### config.mk
export PLATFORM = sky130hd
export DESIGN_NAME = fetcher
export DESIGN_NICKNAME = d
export VERILOG_FILES = /design/src/rtl/fetcher_pkg.sv /design/src/rtl/fetcher_inst_queue.sv /design/src/rtl/fetcher.sv
export SDC_FILE = /design/constraint.sdc
export NUM_CORES = 2
export LEC_CHECK = 0
export CORE_MARGIN = 3
export CORE_UTILIZATION = 26
export DETAILED_ROUTE_END_ITERATION = 10
export HOLD_SLACK_MARGIN = 0.06
export PLACE_DENSITY = 0.44
export SYNTH_ARGS = -nofsm -noshare
export SYNTH_HDL_FRONTEND = slang
export SYNTH_SLANG_ARGS = --single-unit
### constraint.sdc
create_clock -name clk -period 6.9 [get_ports clk]
set_input_delay 0.69 -clock clk [delete_from_list [all_inputs] [get_ports clk]]
set_output_delay 0.69 -clock clk [all_outputs]
set_load 0.02 [all_outputs]
### src/rtl/fetcher_pkg.sv
// Shared constants, types and the predecode helper for the instruction fetch stage.
package fetcher_pkg;

    localparam int DEFAULT_IQ_DEPTH    = 16;
    localparam int DEFAULT_BP_TAG_BITS = 8;

    localparam logic [6:0] OPC_JAL    = 7'b1101111;
    localparam logic [6:0] OPC_BRANCH = 7'b1100011;
    localparam logic [6:0] OPC_JALR   = 7'b1100111;

    localparam logic TRUE  = 1'b1;
    localparam logic FALSE = 1'b0;

    typedef enum logic [1:0] {
        S_IDLE,
        S_WAIT,
        S_DISCARD
    } fetch_state_t;

    typedef struct packed {
        logic [31:0] inst;
        logic [31:0] pc;
        logic        pred;
    } iq_entry_t;

    typedef struct packed {
        logic [31:0] next_pc;
        logic        pred;
    } predecode_t;

    localparam int IQ_ENTRY_BITS = $bits(iq_entry_t);

    // Only JAL and conditional branches redirect; JALR needs a register value and falls through.
    function automatic predecode_t predecode(input logic [31:0] pc,
                                             input logic [31:0] inst,
                                             input logic        bp_jump);
        predecode_t  res;
        logic [31:0] j_imm;
        logic [31:0] b_imm;
        j_imm = {{12{inst[31]}}, inst[19:12], inst[20], inst[30:21], 1'b0};
        b_imm = {{20{inst[31]}}, inst[7], inst[30:25], inst[11:8], 1'b0};
        res.next_pc = pc + 32'd4;
        res.pred    = FALSE;
        case (inst[6:0])
            OPC_JAL: begin
                res.next_pc = pc + j_imm;
                res.pred    = TRUE;
            end
            OPC_BRANCH: begin
                res.pred = bp_jump;
                if (bp_jump) begin
                    res.next_pc = pc + b_imm;
                end
            end
            OPC_JALR: begin
                res.next_pc = pc + 32'd4;
            end
            default: begin
                res.next_pc = pc + 32'd4;
            end
        endcase
        return res;
    endfunction

endpackage

### src/rtl/fetcher_inst_queue.sv
// In-order circular instruction queue; the head entry is held in a register so the
// dispatch outputs come straight from flops.
module fetcher_inst_queue
    import fetcher_pkg::*;
#(
    parameter int DEPTH = DEFAULT_IQ_DEPTH,
    parameter int WIDTH = IQ_ENTRY_BITS
) (
    input  logic             clk,
    input  logic             rst,
    input  logic             en,
    input  logic             flush,
    input  logic             push,
    input  logic [WIDTH-1:0] push_data,
    input  logic             pop,
    output logic [WIDTH-1:0] head_data,
    output logic             full,
    output logic             empty
);

    localparam int            AW         = $clog2(DEPTH);
    localparam logic [AW:0]   FULL_COUNT = (AW+1)'(DEPTH);
    localparam logic [AW:0]   CNT_ONE    = (AW+1)'(1);
    localparam logic [AW-1:0] PTR_ONE    = AW'(1);

    logic [WIDTH-1:0] mem [DEPTH];
    logic [AW-1:0]    head;
    logic [AW-1:0]    tail;
    logic [AW-1:0]    head_nxt;
    logic [AW:0]      count;
    logic [AW:0]      count_nxt;
    logic             do_push;
    logic             do_pop;

    assign full  = (count == FULL_COUNT);
    assign empty = (count == '0);

    always_comb begin
        do_push   = push && !full;
        do_pop    = pop && !empty;
        head_nxt  = head + AW'(do_pop);
        count_nxt = count;
        if (do_push && !do_pop) begin
            count_nxt = count + CNT_ONE;
        end else if (!do_push && do_pop) begin
            count_nxt = count - CNT_ONE;
        end
    end

    always_ff @(posedge clk) begin
        if (en && !flush && do_push) begin
            mem[tail] <= push_data;
        end
    end

    // A push landing where the new head points bypasses storage so it is visible next cycle.
    always_ff @(posedge clk) begin
        if (rst) begin
            head      <= '0;
            tail      <= '0;
            count     <= '0;
            head_data <= '0;
        end else if (en) begin
            if (flush) begin
                head      <= '0;
                tail      <= '0;
                count     <= '0;
                head_data <= '0;
            end else begin
                if (do_push) begin
                    tail <= tail + PTR_ONE;
                end
                head  <= head_nxt;
                count <= count_nxt;
                if (do_push && head_nxt == tail) begin
                    head_data <= push_data;
                end else begin
                    head_data <= mem[head_nxt];
                end
            end
        end
    end

endmodule

### src/rtl/fetcher.sv
// Instruction fetch stage: PC sequencing, single-outstanding icache requests,
// branch predecode and the instruction queue towards dispatch.
module fetcher
    import fetcher_pkg::*;
#(
    parameter int          IQ_DEPTH    = DEFAULT_IQ_DEPTH,
    parameter int          BP_TAG_BITS = DEFAULT_BP_TAG_BITS,
    parameter logic [31:0] RESET_PC    = 32'h0
) (
    input  logic                   clk,
    input  logic                   rst,
    input  logic                   rdy,
    output logic                   out_icache_ce,
    output logic [31:0]            out_icache_pc,
    input  logic                   in_icache_valid,
    input  logic [31:0]            in_icache_inst,
    output logic [BP_TAG_BITS-1:0] out_bp_tag,
    input  logic                   in_bp_jump,
    output logic                   out_dispatch_valid,
    input  logic                   in_dispatch_ready,
    output logic [31:0]            out_dispatch_inst,
    output logic [31:0]            out_dispatch_pc,
    output logic                   out_dispatch_pred_jump,
    input  logic                   in_rob_flush,
    input  logic [31:0]            in_rob_target_pc
);

    fetch_state_t state;
    logic [31:0]  fetch_pc;
    predecode_t   pd;
    iq_entry_t    push_entry;
    iq_entry_t    head_entry;
    logic         iq_push;
    logic         iq_pop;
    logic         iq_full;
    logic         iq_empty;

    assign out_bp_tag = fetch_pc[BP_TAG_BITS+1:2];

    always_comb begin
        pd         = predecode(fetch_pc, in_icache_inst, in_bp_jump);
        push_entry = '{inst: in_icache_inst, pc: fetch_pc, pred: pd.pred};
        iq_push    = (state == S_WAIT) && in_icache_valid && !in_rob_flush;
        iq_pop     = in_dispatch_ready && !iq_empty;
    end

    fetcher_inst_queue #(
        .DEPTH(IQ_DEPTH),
        .WIDTH(IQ_ENTRY_BITS)
    ) u_queue (
        .clk      (clk),
        .rst      (rst),
        .en       (rdy),
        .flush    (in_rob_flush),
        .push     (iq_push),
        .push_data(push_entry),
        .pop      (iq_pop),
        .head_data(head_entry),
        .full     (iq_full),
        .empty    (iq_empty)
    );

    assign out_dispatch_valid     = !iq_empty;
    assign out_dispatch_inst      = head_entry.inst;
    assign out_dispatch_pc        = head_entry.pc;
    assign out_dispatch_pred_jump = head_entry.pred;

    // A redirect during an outstanding request must swallow the stale response in DISCARD.
    always_ff @(posedge clk) begin
        if (rst) begin
            state         <= S_IDLE;
            fetch_pc      <= RESET_PC;
            out_icache_ce <= FALSE;
            out_icache_pc <= '0;
        end else if (rdy) begin
            out_icache_ce <= FALSE;
            if (in_rob_flush) begin
                fetch_pc <= in_rob_target_pc;
                state    <= (state != S_IDLE && !in_icache_valid) ? S_DISCARD : S_IDLE;
            end else begin
                case (state)
                    S_IDLE: begin
                        if (!iq_full) begin
                            out_icache_ce <= TRUE;
                            out_icache_pc <= fetch_pc;
                            state         <= S_WAIT;
                        end
                    end
                    S_WAIT: begin
                        if (in_icache_valid) begin
                            fetch_pc <= pd.next_pc;
                            state    <= S_IDLE;
                        end
                    end
                    S_DISCARD: begin
                        if (in_icache_valid) begin
                            state <= S_IDLE;
                        end
                    end
                    default: begin
                        state <= S_IDLE;
                    end
                endcase
            end
        end
    end

endmodule
==> flow_metrics.py <==
metrics = {
    "outcome": {
        "status": "finished clean",
    },
    "clock_tree": {
        "clock_sinks": 1185,
        "cts_resized": 0,
        "clk_latency_ns": 0.77,
        "cts_setup_buffers": 0,
        "postCtsHoldBufs": 0,
        "clk_path_buf_depth": 3,
        "htree_levels": 4,
        "clock-root-buffer": "clkbuf_16",
        "cts_tree": "built",
        "clk_pin_slew_ns": 0.06,
        "numCtsBuffers": 134,
    },
    "critical_path": {
        "critPathTopFamily": "buffers and inverters",
        "critPathSlowestCell": "buf_4",
        "cp_data_required_time_ns": 7.52,
        "worstPathMaxFanout": 33,
        "path_class": "flip-flop to flip-flop",
        "endpoint_kind": "flip-flop",
        "cp-start-kind": "flip-flop",
        "crit_chain": "nor4_1 > nand2b_1 > nand2_1 > inv_1 > ha_4 > ha_4 > xnor2_2 > buf_4 > buf_4 > mux4_2 > nand2_1 > a21oi_1 > a21oi_1 > nor2_1",
        "critPathMaxStageDelay_ns": 0.87,
        "crit_buf_inv": 3,
        "worstPathArrival_ns": 5.04,
    },
    "timing": {
        "min_period_over_period_pct": 64.05,
        "rsz0062_at_grt": "false",
        "setup_violations": 0,
        "slew_violations": 0,
        "finClkSkew_ns": 0.03117,
        "hold_viol": 0,
        "timing.final.ws_setup_ns": 2.480,
        "fmax_mhz": 226.3,
        "slew_headroom_pct": 26.19,
        "period_minus_slack_ns": 4.420,
        "tightestPinTransition_ns": 1.105,
        "fin_setup_tns_ns": 0,
    },
    "global_route": {
        "grt_overflow": 0,
        "grt_max_degree": 128,
        "grt_pass1_vias": 27980,
        "grt_usage_pct": 15.72,
        "grt_pass1_wl_microns": 216900,
        "antenna_found_initial": 10,
    },
    "job": {
        "maxCapViolCount": 0,
    },
    "floorplan": {
        "dieArea_sq_mm": 0.1937,
        "core_area_sq_mm": 0.1864,
        "die_h_microns": 440.1,
        "rows": 158,
        "initial_core_util_pct": 26.28,
        "pin_count": 178,
        "chipWidth_microns": 440.1,
    },
    "worst_hold_path": {
        "min_path_type": "primary input to flip-flop",
    },
    "detailed_routing": {
        "routed-via-count": 27500,
        "post_drt_via_cell_ratio": 4.836,
        "dr.pass1.iters": 5,
        "wl_met3_microns": 6456,
        "post_drt_wl_per_cell_microns": 27.06,
        "drt-initial-drc-count": 2260,
        "met2_length_microns": 78400,
        "drc_errors": 0,
        "wl_met1_microns": 64410,
        "wirelength_microns": 153800,
        "antenna_left": 0,
        "highest_layer": "met4",
    },
    "synth": {
        "synth_edf_count": 1040,
        "postSynthAreaPerCell_sq_um": 17.07,
        "syn-instance-count": 2870,
        "synth_flop_cell": "edfxtp_1",
        "ys_types": 87,
        "netlist_area_sq_mm": 0.04899,
        "synth.yosys.seq_area_share_pct": 69.67,
        "syn_nets": 2999,
        "async_flop_share_pct": 0,
        "synth_seq_cells": 1185,
        "yosysWarnings": 0,
    },
    "layout": {
        "finalInstanceArea_sq_mm": 0.05871,
        "nNetsFinal": 3226,
        "drive_gt1_share_pct": 21.48,
        "area_delta_synth_final_pct": 19.83,
        "n_fill_cell": 18050,
    },
    "placed_design": {
        "port_buffers": 177,
        "place_ws_ns": 2.075,
        "gp_congestion": 0.8161,
        "detailed_place_hpwl_microns": 86390,
        "dpl_cell_area_sq_mm": 0.05420,
    },
    "power": {
        "p_leak_uw": 0.01844,
        "peakVddDrop_uv": 175.9,
        "power_density_mw_per_mm2": 279.7,
    },
}
synthesized netlist by cell type, types with 12 or more instances:
| master | instances | share of area (%) |
|---|---|---|
| nand4_1 | 13 | 0.17 |
| nand2_1 | 286 | 2.2 |
| dfxtp_1 | 145 | 5.9 |
| xnor2_1 | 28 | 0.50 |
| o211ai_1 | 16 | 0.25 |
| a21o_1 | 16 | 0.25 |
| nor2_1 | 148 | 1.1 |
| clkbuf_1 | 127 | 0.97 |
| nor3_1 | 24 | 0.25 |
| xor2_1 | 26 | 0.46 |
| and2_1 | 14 | 0.18 |
| inv_1 | 22 | 0.17 |
| buf_2 | 31 | 0.32 |
| edfxtp_1 | 1040 | 64 |
| nand3_1 | 30 | 0.31 |
| ha_1 | 55 | 1.4 |
| and3_1 | 12 | 0.15 |
| o21ai_0 | 46 | 0.47 |
| mux4_2 | 325 | 15 |
| a221oi_1 | 13 | 0.23 |
| a21oi_1 | 248 | 2.5 |
| buf_1 | 16 | 0.12 |
| o21ai_1 | 15 | 0.15 |
cell type report:
| class | count | area, sq um | share of cell area, % |
|---|---|---|---|
| clock buffer | 182 | 3809 | 6.488 |
| inverter | 22 | 85.08 | 0.1449 |
| timing repair buffer | 273 | 2684 | 4.572 |
| clock inverter | 60 | 693.2 | 1.181 |
| antenna | 2 | 5.005 | 0.008525 |
| tap | 2480 | 3103 | 5.286 |
| sequential | 1185 | 34130 | 58.14 |
| multi-input combinational | 1481 | 14190 | 24.18 |
kinds of logic after synthesis:
family                   share of synthesized area [%]
AO/OA/AOI/OAI                                    5.946
XOR/XNOR                                        0.9986
adder cells (fa/ha/maj)                          1.527
buffers and inverters                            1.703
flip-flops                                       69.67
multiplexers                                     15.08
AND/OR/NAND/NOR                                  5.072
flip-flops by register name, indices dropped and copies added, names as in the netlist:
register,count
u_queue.head,4
out_icache_ce,1
u_queue.head_data,65
state,2
fetch_pc,32
u_queue.tail,4
u_queue.mem,1040
out_icache_pc,32
u_queue.count,5
layout by cell type, fill, tap and decap left out, drive strengths merged, types with 6 or more instances in the layout:
| cell | instances |
|---|---|
| nand2 | 286 |
| nand4 | 14 |
| nand3 | 31 |
| nor3 | 24 |
| nor2b | 6 |
| a221oi | 13 |
| o21ai | 64 |
| a21o | 16 |
| nor2 | 148 |
| a211oi | 12 |
| inv | 29 |
| edfxtp | 1040 |
| and3 | 13 |
| a22oi | 9 |
| a21oi | 253 |
| nor4 | 8 |
| ha | 55 |
| xnor2 | 28 |
| bufinv | 12 |
| buf | 99 |
| o21a | 6 |
| clkbuf | 182 |
| clkinv | 34 |
| o22ai | 8 |
| clkinvlp | 7 |
| and2 | 14 |
| o221ai | 9 |
| o21bai | 8 |
| clkdlybuf4s50 | 174 |
| xor2 | 27 |
| mux2i | 7 |
| o211ai | 16 |
| dfxtp | 145 |
| mux4 | 325 |
metrics by stage:
step	cells	hold WS [ns]	power, uW	util, %
2_1_floorplan	2870	0.4319	8827	-
3_3_place_gp	5441	0.4438	9308	29.07
3_5_place_dp	5441	0.4474	9305	29.07
4_1_cts	5683	0.2416	16660	31.49
5_1_grt	5684	0.2905	17000	31.49
6_report	5685	0.3208	16420	31.49
final timing paths:
kind | slack, ns | cells after the start | start | end
max | 2.48 | 14 | u_queue.count[0] | u_queue.head_data[20]
min | 0.32 | 1 | in_icache_inst[31] | u_queue.mem[1][64]
max reg2reg | 2.48 | 14 | u_queue.count[0] | u_queue.head_data[20]
min reg2reg | 0.45 | 2 | out_icache_pc[1] | out_icache_pc[1]
where the power goes:
part,switching [uW],total (uW),leakage (uW),internal (uW)
registers,45.0,7870,0.0106,7820
clock network,2950,7290,0.00220,4340
logic,705,1260,0.00565,555
metal layers:
layer / track usage, % / vias up
met2: 27.13 / 710
met4: 5.055 / 0
met3: 2.580 / 210
li1: - / 11900
met1: 20.06 / 14680
met5: 0 / -
Note: power is estimated with default switching activity, not from simulation.
